===== config.mk =====
export PLATFORM = sky130hd
export DESIGN_NAME = lpc_cycle_decoder
export DESIGN_NICKNAME = d
export VERILOG_FILES = /design/src/rtl/lpc_pkg.sv /design/src/rtl/lpc_cycle_decoder.sv
export SDC_FILE = /design/constraint.sdc
export NUM_CORES = 1
export LEC_CHECK = 0
export CORE_ASPECT_RATIO = 0.6
export CORE_MARGIN = 2
export CORE_UTILIZATION = 51
export CTS_BUF_LIST = sky130_fd_sc_hd__clkbuf_8
export DETAILED_ROUTE_END_ITERATION = 10
export PLACE_DENSITY = 0.81
export SETUP_SLACK_MARGIN = 0.1
export SLEW_MARGIN = 30
export SYNTH_ARGS = -nofsm -noshare
export SYNTH_HDL_FRONTEND = slang
export SYNTH_SLANG_ARGS = --single-unit

===== constraint.sdc =====
create_clock -name LpcClock -period 2 [get_ports LpcClock]
set_input_delay 0.4 -clock LpcClock [delete_from_list [all_inputs] [get_ports LpcClock]]
set_output_delay 0.4 -clock LpcClock [all_outputs]
set_load 0.03 [all_outputs]

===== src/rtl/lpc_pkg.sv =====
// Shared LPC cycle decoder definitions: one-hot phase bit indices, cycle-type codes
// and a helper that builds a one-hot phase vector.
package lpc_pkg;

    localparam int STATE_W = 16;

    typedef enum logic [3:0] {
        ST_IDLE  = 4'd0,
        ST_START = 4'd1,
        ST_ADR3  = 4'd2,
        ST_ADR2  = 4'd3,
        ST_ADR1  = 4'd4,
        ST_ADR0  = 4'd5,
        ST_WDL   = 4'd6,
        ST_WDH   = 4'd7,
        ST_HTAR0 = 4'd8,
        ST_HTAR1 = 4'd9,
        ST_SYNC  = 4'd10,
        ST_RDL   = 4'd11,
        ST_RDH   = 4'd12,
        ST_PTAR0 = 4'd13,
        ST_PTAR1 = 4'd14,
        ST_SWAIT = 4'd15
    } lpc_phase_e;

    localparam logic [3:0] CYC_IO_RD  = 4'h0;
    localparam logic [3:0] CYC_IO_WR  = 4'h2;
    localparam logic [3:0] START_CODE = 4'h0;

    function automatic logic [STATE_W-1:0] phaseBit(input lpc_phase_e p);
        phaseBit    = '0;
        phaseBit[p] = 1'b1;
    endfunction

endpackage


===== src/rtl/lpc_cycle_decoder.sv =====
// LPC target front end: tracks I/O read/write cycles with a one-hot phase FSM and decodes a fixed I/O window.
// Optional LPC_SYNC_WAIT_EN inserts one SWAIT phase between HTAR1 and SYNC on reads.
module lpc_cycle_decoder
    import lpc_pkg::*;
#(
    parameter logic [15:0] BASE_ADDR = 16'h0800,
    parameter int          WIN_BITS  = 8
) (
    input  logic                LpcClock,
    input  logic                PciReset,
    input  logic                LFRAME_n,
    input  logic [3:0]          LAD,
    output logic                Opcode,
    output logic [WIN_BITS-1:0] AddrReg,
    output logic                Hit,
    output logic [STATE_W-1:0]  State,
    output logic [7:0]          WrData,
    output logic                WrStb,
    output logic                RdStb
);

    logic [STATE_W-1:0]  r_state;
    logic [STATE_W-1:0]  w_nextState;
    logic                r_opcode;
    logic                r_hit;
    logic                r_wrStb;
    logic                r_rdStb;
    logic [WIN_BITS-1:0] r_addrReg;
    logic [7:0]          r_wrData;
    logic [11:0]         r_addrHi;
    logic [15:0]         w_fullAddr;
    logic                w_winHit;
    logic                w_ioCycle;
    logic                w_inAddr;
    logic                w_capAddr;
    logic                w_nextIdle;

    // The low nibble is still on LAD during ADR0, so the full address is assembled live for the compare.
    assign w_fullAddr = {r_addrHi, LAD};
    assign w_winHit   = (w_fullAddr[15:WIN_BITS] == BASE_ADDR[15:WIN_BITS]);
    assign w_ioCycle  = (LAD == CYC_IO_RD) || (LAD == CYC_IO_WR);
    assign w_inAddr   = r_state[ST_ADR3] | r_state[ST_ADR2] | r_state[ST_ADR1];
    assign w_capAddr  = LFRAME_n && r_state[ST_ADR0] && w_winHit;
    assign w_nextIdle = w_nextState[ST_IDLE] | w_nextState[ST_START];

    always_ff @(posedge LpcClock or negedge PciReset) begin
        if (!PciReset) begin
            r_state <= phaseBit(ST_IDLE);
        end else begin
            r_state <= w_nextState;
        end
    end

    // An asserted LFRAME_n overrides every phase: a start code restarts, anything else aborts.
    always_comb begin
        w_nextState = '0;
        if (!LFRAME_n) begin
            if (LAD == START_CODE) begin
                w_nextState[ST_START] = 1'b1;
            end else begin
                w_nextState[ST_IDLE] = 1'b1;
            end
        end else begin
            case (1'b1)
                r_state[ST_START]: begin
                    if (w_ioCycle) begin
                        w_nextState[ST_ADR3] = 1'b1;
                    end else begin
                        w_nextState[ST_IDLE] = 1'b1;
                    end
                end
                r_state[ST_ADR3]:  w_nextState[ST_ADR2] = 1'b1;
                r_state[ST_ADR2]:  w_nextState[ST_ADR1] = 1'b1;
                r_state[ST_ADR1]:  w_nextState[ST_ADR0] = 1'b1;
                r_state[ST_ADR0]: begin
                    if (!w_winHit) begin
                        w_nextState[ST_IDLE] = 1'b1;
                    end else if (r_opcode) begin
                        w_nextState[ST_WDL] = 1'b1;
                    end else begin
                        w_nextState[ST_HTAR0] = 1'b1;
                    end
                end
                r_state[ST_WDL]:   w_nextState[ST_WDH]   = 1'b1;
                r_state[ST_WDH]:   w_nextState[ST_HTAR0] = 1'b1;
                r_state[ST_HTAR0]: w_nextState[ST_HTAR1] = 1'b1;
`ifdef LPC_SYNC_WAIT_EN
                r_state[ST_HTAR1]: begin
                    if (r_opcode) begin
                        w_nextState[ST_SYNC] = 1'b1;
                    end else begin
                        w_nextState[ST_SWAIT] = 1'b1;
                    end
                end
                r_state[ST_SWAIT]: w_nextState[ST_SYNC] = 1'b1;
`else
                r_state[ST_HTAR1]: w_nextState[ST_SYNC] = 1'b1;
`endif
                r_state[ST_SYNC]: begin
                    if (r_opcode) begin
                        w_nextState[ST_PTAR0] = 1'b1;
                    end else begin
                        w_nextState[ST_RDL] = 1'b1;
                    end
                end
                r_state[ST_RDL]:   w_nextState[ST_RDH]   = 1'b1;
                r_state[ST_RDH]:   w_nextState[ST_PTAR0] = 1'b1;
                r_state[ST_PTAR0]: w_nextState[ST_PTAR1] = 1'b1;
                default:           w_nextState[ST_IDLE]  = 1'b1;
            endcase
        end
    end

    // Strobes are decoded from the next phase so they line up exactly with SYNC / HTAR0 on State.
    always_ff @(posedge LpcClock or negedge PciReset) begin
        if (!PciReset) begin
            r_opcode  <= 1'b0;
            r_hit     <= 1'b0;
            r_wrStb   <= 1'b0;
            r_rdStb   <= 1'b0;
            r_addrReg <= '0;
            r_wrData  <= 8'h00;
            r_addrHi  <= 12'h000;
        end else begin
            r_wrStb <= w_nextState[ST_SYNC] & r_opcode;
            r_rdStb <= w_nextState[ST_HTAR0] & ~r_opcode;
            if (r_state[ST_START] && LFRAME_n && w_ioCycle) begin
                r_opcode <= (LAD == CYC_IO_WR);
            end
            if (LFRAME_n && w_inAddr) begin
                r_addrHi <= {r_addrHi[7:0], LAD};
            end
            if (w_nextIdle) begin
                r_hit <= 1'b0;
            end else if (w_capAddr) begin
                r_hit <= 1'b1;
            end
            if (w_capAddr) begin
                r_addrReg <= w_fullAddr[WIN_BITS-1:0];
            end
            if (LFRAME_n && r_state[ST_WDL]) begin
                r_wrData[3:0] <= LAD;
            end
            if (LFRAME_n && r_state[ST_WDH]) begin
                r_wrData[7:4] <= LAD;
            end
        end
    end

    assign State   = r_state;
    assign Opcode  = r_opcode;
    assign Hit     = r_hit;
    assign AddrReg = r_addrReg;
    assign WrData  = r_wrData;
    assign WrStb   = r_wrStb;
    assign RdStb   = r_rdStb;

endmodule


* Word level (Yosys, flattened, before mapping)
Index checks and enable logic that the tools add are counted.
** Operators by class
- $add $sub $neg :: 0
- Order comparisons :: 0
- Equal/unequal tests :: 2
- Div/mod/pow operators :: 0
- Shifts and indexed selects :: 0
- Bitwise operators :: 6
- Multiplexer cells :: 118
- Multiply operators :: 0
- Reductions and logical operators :: 10
** Operators by type and width (count)
- 2-to-1 mux 1 bit :: 117
- 2-to-1 mux 13 bit :: 1
- == test 8 x 4 -> 1 bit (second input constant) :: 1
- logical AND 1 bit :: 7
- == test 4 x 2 -> 1 bit (second input constant) :: 1
- logical NOT 4 bit :: 1
- bitwise OR 1 bit :: 3
- AND 1 bit :: 2
- nonzero test 2 bit :: 1
- logical OR 1 bit :: 1
- inverter 1 bit :: 1
** Word-level totals
- RAM bits :: 0
- Register bits after elaboration :: 47
- ROM bits :: 0
- Output and inout bits :: 36
- Memories kept :: 0
- Bits of input ports :: 7
- Latch bits :: 0

* Longest topological paths before layout
Gate-level depths: netlist of the first run.
- Word-level depth :: 16
- Gate-level depth with buffers :: 5
- Depth with buffers taken out :: 4

* Least setup slack after synthesis of the first run
OpenSTA, ideal clock, no wires.
- Path type :: reg-to-reg
- Start point :: register r_addrHi[9]
- End point :: register r_addrReg[0], in the netlist AddrReg[0]
- Cell stages (with the launch flop) :: 6
- Arrival :: 1670 ps
- Clock period less this slack :: 1796 ps
- Path slack :: 204 ps
- Buffers on the path :: 1
- Path through :: dfrtp_1 -> nor4_2 -> nand2_1 -> or4b_4 -> buf_6 -> mux2_4
** Between the ends
- Longest elaborated chain between the ends :: 2
** RTL lines
- from (decl) :: RTL line lpc_cycle_decoder.sv:30 : logic [11:0] r_addrHi;
- from (signal assigned) :: RTL line lpc_cycle_decoder.sv:131 : r_addrHi <= {r_addrHi[7:0], LAD};
- == test 8 x 4 -> 1 bit :: RTL line lpc_cycle_decoder.sv:40 : assign w_winHit = (w_fullAddr[15:WIN_BITS] == BASE_ADDR[15:WIN_BITS]);
- logical AND 1 bit :: RTL line lpc_cycle_decoder.sv:43 : assign w_capAddr = LFRAME_n && r_state[ST_ADR0] && w_winHit;
- to (signal assigned) :: RTL line lpc_cycle_decoder.sv:139 : r_addrReg <= w_fullAddr[WIN_BITS-1:0];
- to (decl) :: RTL line lpc_cycle_decoder.sv:28 : logic [WIN_BITS-1:0] r_addrReg;
Every way passes these cells.
A chain may end at the register's enable or synchronous reset.

* Final worst setup path of the first run
- Start point :: register r_addrHi[9]
- End point :: register r_addrReg[1], in the netlist AddrReg[1]
Same word-level chain as after synthesis.

==> impl_results.md, run 1 <==
* Pre-CTS WS at -0.02089 ns
* IO Port Bufs at a little over 40
* Core ar. at 0.003383 mm2
* Die ar. at around 0.0042 mm2
* Crit-path max FO at 8
* Crit Path Category: flop to flop
* Worst hold path class: primary input to asynchronous set/reset pin
* Final cell count without fillers at 231
* Startpoint types: flop
* Top post-synthesis cells by area: dfrtp_1 62%, mux2_2 13%, mux2_4 6.4%, nand2_1 2.2%, nor2_1 2.2%
* Post-synthesis sequential area ratio at 0.6303
* Post CTS Setup Buffer Count at 0
* Die Ht at just over 50 um
* Int Pwr at around 0.0014 W
* Vias at approximately 1,300
* DRC Markers at 0
* Max frequency at approximately 530 MHz
* Setup TNS at 0 ns
* Hold Fails Final Rpt at 0
* Initial antenna violation count at 0
* Count of antenna-violating nets left after detailed routing at 0
* Post-synth top area cell: dfrtp_1
* Sequential share of power at 0.550
* Top sig layer: met4
* GP Congestion at around 0.8
* Avg Inst Size Synth at ~14 um2
* TritonRoute pass-1 iters at 4
* Num CTS Buffers at 5
* Hold-fix buffers at CTS at 0
* Period utilization at 0.9465
* Total routed wirelength at just over 4000 um
* Routed WL per cell at 17.80 um
* CP bufs+invs at 0
* First-pass GRT wire length at roughly 6900 um
* Leak at approximately 1.3 nW
* Share of cells above drive strength 1 at 0.2742
* RSZ-0062 raised after global routing: true
* Synth Net Count at 140
* Total GRT Usage at 0.2292
* Total power at between 0.0015 and 0.002 W
* Post-route cell area at approximately 0.0025 mm2
* Area grow syn2layout at 33.42%
* 1st-iter DRT viols at around 120
* Logic gate share of total power at 0.055
* Layout Nets at about 190
* PD cells at roughly 710 mW/mm2
* H-tree levels at 2
* Most frequent cells in the layout: 46 x dfrtp_1, 33 x clkdlybuf4s50_1, 21 x mux2_2
* Maximum Capacitance Violations at 0
* Vias in the first global route at 1,316
* Initial core utilization at 0.5521
* CTS tree: built
* Inserted Diodes at 0
* Top Family by Delay on Critical Path: simple AND/OR/NAND/NOR gates
* Met3 WL at around 210 um
* Worst vdd ir at ~0.47 mV
* # IOs at 43
* Required @ worst endpoint at approximately 2.2 ns
* Total gr overflow at 0
* Netlist cell types at 32
* Power share of the clock group at 0.395
* Commonest non-fill, non-tap cell in the layout: dfrtp_1
* WP depth at 4
* Clk_skew at about 0.0096 ns
* Gate Count Post-Synth at approximately 130
* Final setup violation count at 0
* Detail Placement HPWL at 2962 um
* Outcome: complete, no violations
* Minimum clock period at roughly 1.9 ns
* Fillers at about 220
* Switching Share at 0.2191
* Slew Limit Fails at 0
* Die Wd at ~80 um
* Critical-path cell list: nor4_4 > nand2_1 > or4b_4 > mux2_4
* Row count at 16
* Cells after DPL at approximately 220
* Clk buf depth at 2
* CP Capture Type: flop
* Post-route setup slack at between 0.1 and 0.15 ns
* M1 WL at 1963 um
* Net Switching at 0.0003863 W
* Placed cell areas at around 0.0024 mm2
* Clock sink count at between 40 and 50
* Vias per cell at around 5.5
* Met2 wire length at roughly 1900 um
* Yosys top cell area share at 0.6162
* Clk_lat worst skew at 0.30 ns
* Arrival time at the worst endpoint at 2.07 ns
* Clk slew on worst S/H paths at 0.09 ns
* Root buffer cell: clkbuf_8
* Register bit total from synthesis at 47
* CP max stage delay at roughly 0.61 ns
* Yosys synthesis warning count at 0
* Crit-path slowest cell: or4b_4
* Worst reg2reg path depth at 4
* Cell Area, Synth at 0.001868 mm2
* Largest net degree at the start of global routing at 21
## what timing repair did
item	4_1_cts	5_1_grt
pin swaps	1	0
gates cloned	0	0
resized for setup	3	5
endpoints found under the setup margin	11	12
## synth_stat cells
library cell	count
nor2b_1	1
nor2_1	11
dfstp_2	1
nand2b_1	1
buf_6	1
nand4_1	1
mux2_2	21
buf_4	1
a211oi_1	1
a21oi_1	1
o21a_1	1
conb_1	1
mux2_4	8
a21bo_2	1
nor3b_1	4
and2_1	3
and3b_1	2
a31o_2	1
dfrtp_1	46
o31ai_1	1
buf_2	1
nor4_2	1
a22oi_1	1
clkbuf_1	1
nor4_1	2
nand3_1	2
nand2_1	11
or3_1	1
a31oi_1	1
and4b_1	1
nor3_1	2
or4b_4	1
## cells by family after synthesis
kind of cell	Yosys count	share of synthesized area
AOI/OAI and AO/OA	8	0.03216
buffers and inverters	4	0.01473
DFF	47	0.6303
muxes	29	0.1909
other	1	0.002007
and+or+nand+nor	44	0.1299
## power by group through the flow
| stage | Clock, W | Combinational (W) | Sequential (W) |
|---|---|---|---|
| floorplan | 0 | 0.0000255 | 0.000997 |
| global placement | 0 | 0.0000946 | 0.000988 |
| detailed placement | 0 | 0.0000987 | 0.000988 |
| CTS | 0.000712 | 0.0000988 | 0.000969 |
| global route | 0.000755 | 0.000106 | 0.000971 |
| finish | 0.000696 | 0.0000971 | 0.000969 |
## flip-flops by register name, indices dropped and copies added (netlist names)
signal	count
Hit	1
WrStb	1
Opcode	1
WrData	8
State	15
RdStb	1
AddrReg	8
r_addrHi	12
## through the flow
step             util  hold slack (ns)
5_1_grt        0.7367          0.06151
3_5_place_dp   0.6982           0.3729
3_3_place_gp   0.6982           0.3641
4_1_cts        0.7311          0.04068
2_1_floorplan       -           0.1044
6_report       0.7367          0.04300
## layout make-up
class                           instances  area (um2)  share of cell area
Sequential cell                        47        1177              0.4724
Multi-Input combinational cell         82       671.9              0.2696
Timing Repair Buffer                   49       471.7              0.1893
Clock buffer                            5       68.82             0.02761
Tap cell                               45       56.30             0.02259
Clock inverter                          3       46.29             0.01857
## routing by layer
| layer | up-vias | global-route usage |
|---|---|---|
| met5 | - | 0 |
| met2 | 38 | 0.3279 |
| li1 | 573 | - |
| met1 | 645 | 0.3381 |
| met4 | 0 | 0.07778 |
| met3 | 9 | 0.06360 |
## path summary, 6_finish.rpt
path	from	end	slack, ns
max	r_addrHi[9]	AddrReg[1]	0.11
min in group LpcClock	WrData[0]	WrData[0]	0.52
min reg2reg	WrData[0]	WrData[0]	0.52
max reg2reg	r_addrHi[9]	AddrReg[1]	0.11
min	PciReset	State[9]	0.04
max in group asynchronous	PciReset	State[10]	1.37
No activity file was read; power rests on OpenSTA's default activity.
==> inputs of run 2 (changes only) <==
--- a/config.mk
+++ b/config.mk
@@ -9,6 +9,7 @@
 export CORE_MARGIN = 2
 export CORE_UTILIZATION = 51
 export CTS_BUF_LIST = sky130_fd_sc_hd__clkbuf_8
+export CTS_CLUSTER_SIZE = 28
 export DETAILED_ROUTE_END_ITERATION = 10
 export PLACE_DENSITY = 0.81
 export SETUP_SLACK_MARGIN = 0.1
==> results of run 2 <==
The final DEF is identical to that of run 1; final timing and power are the same.
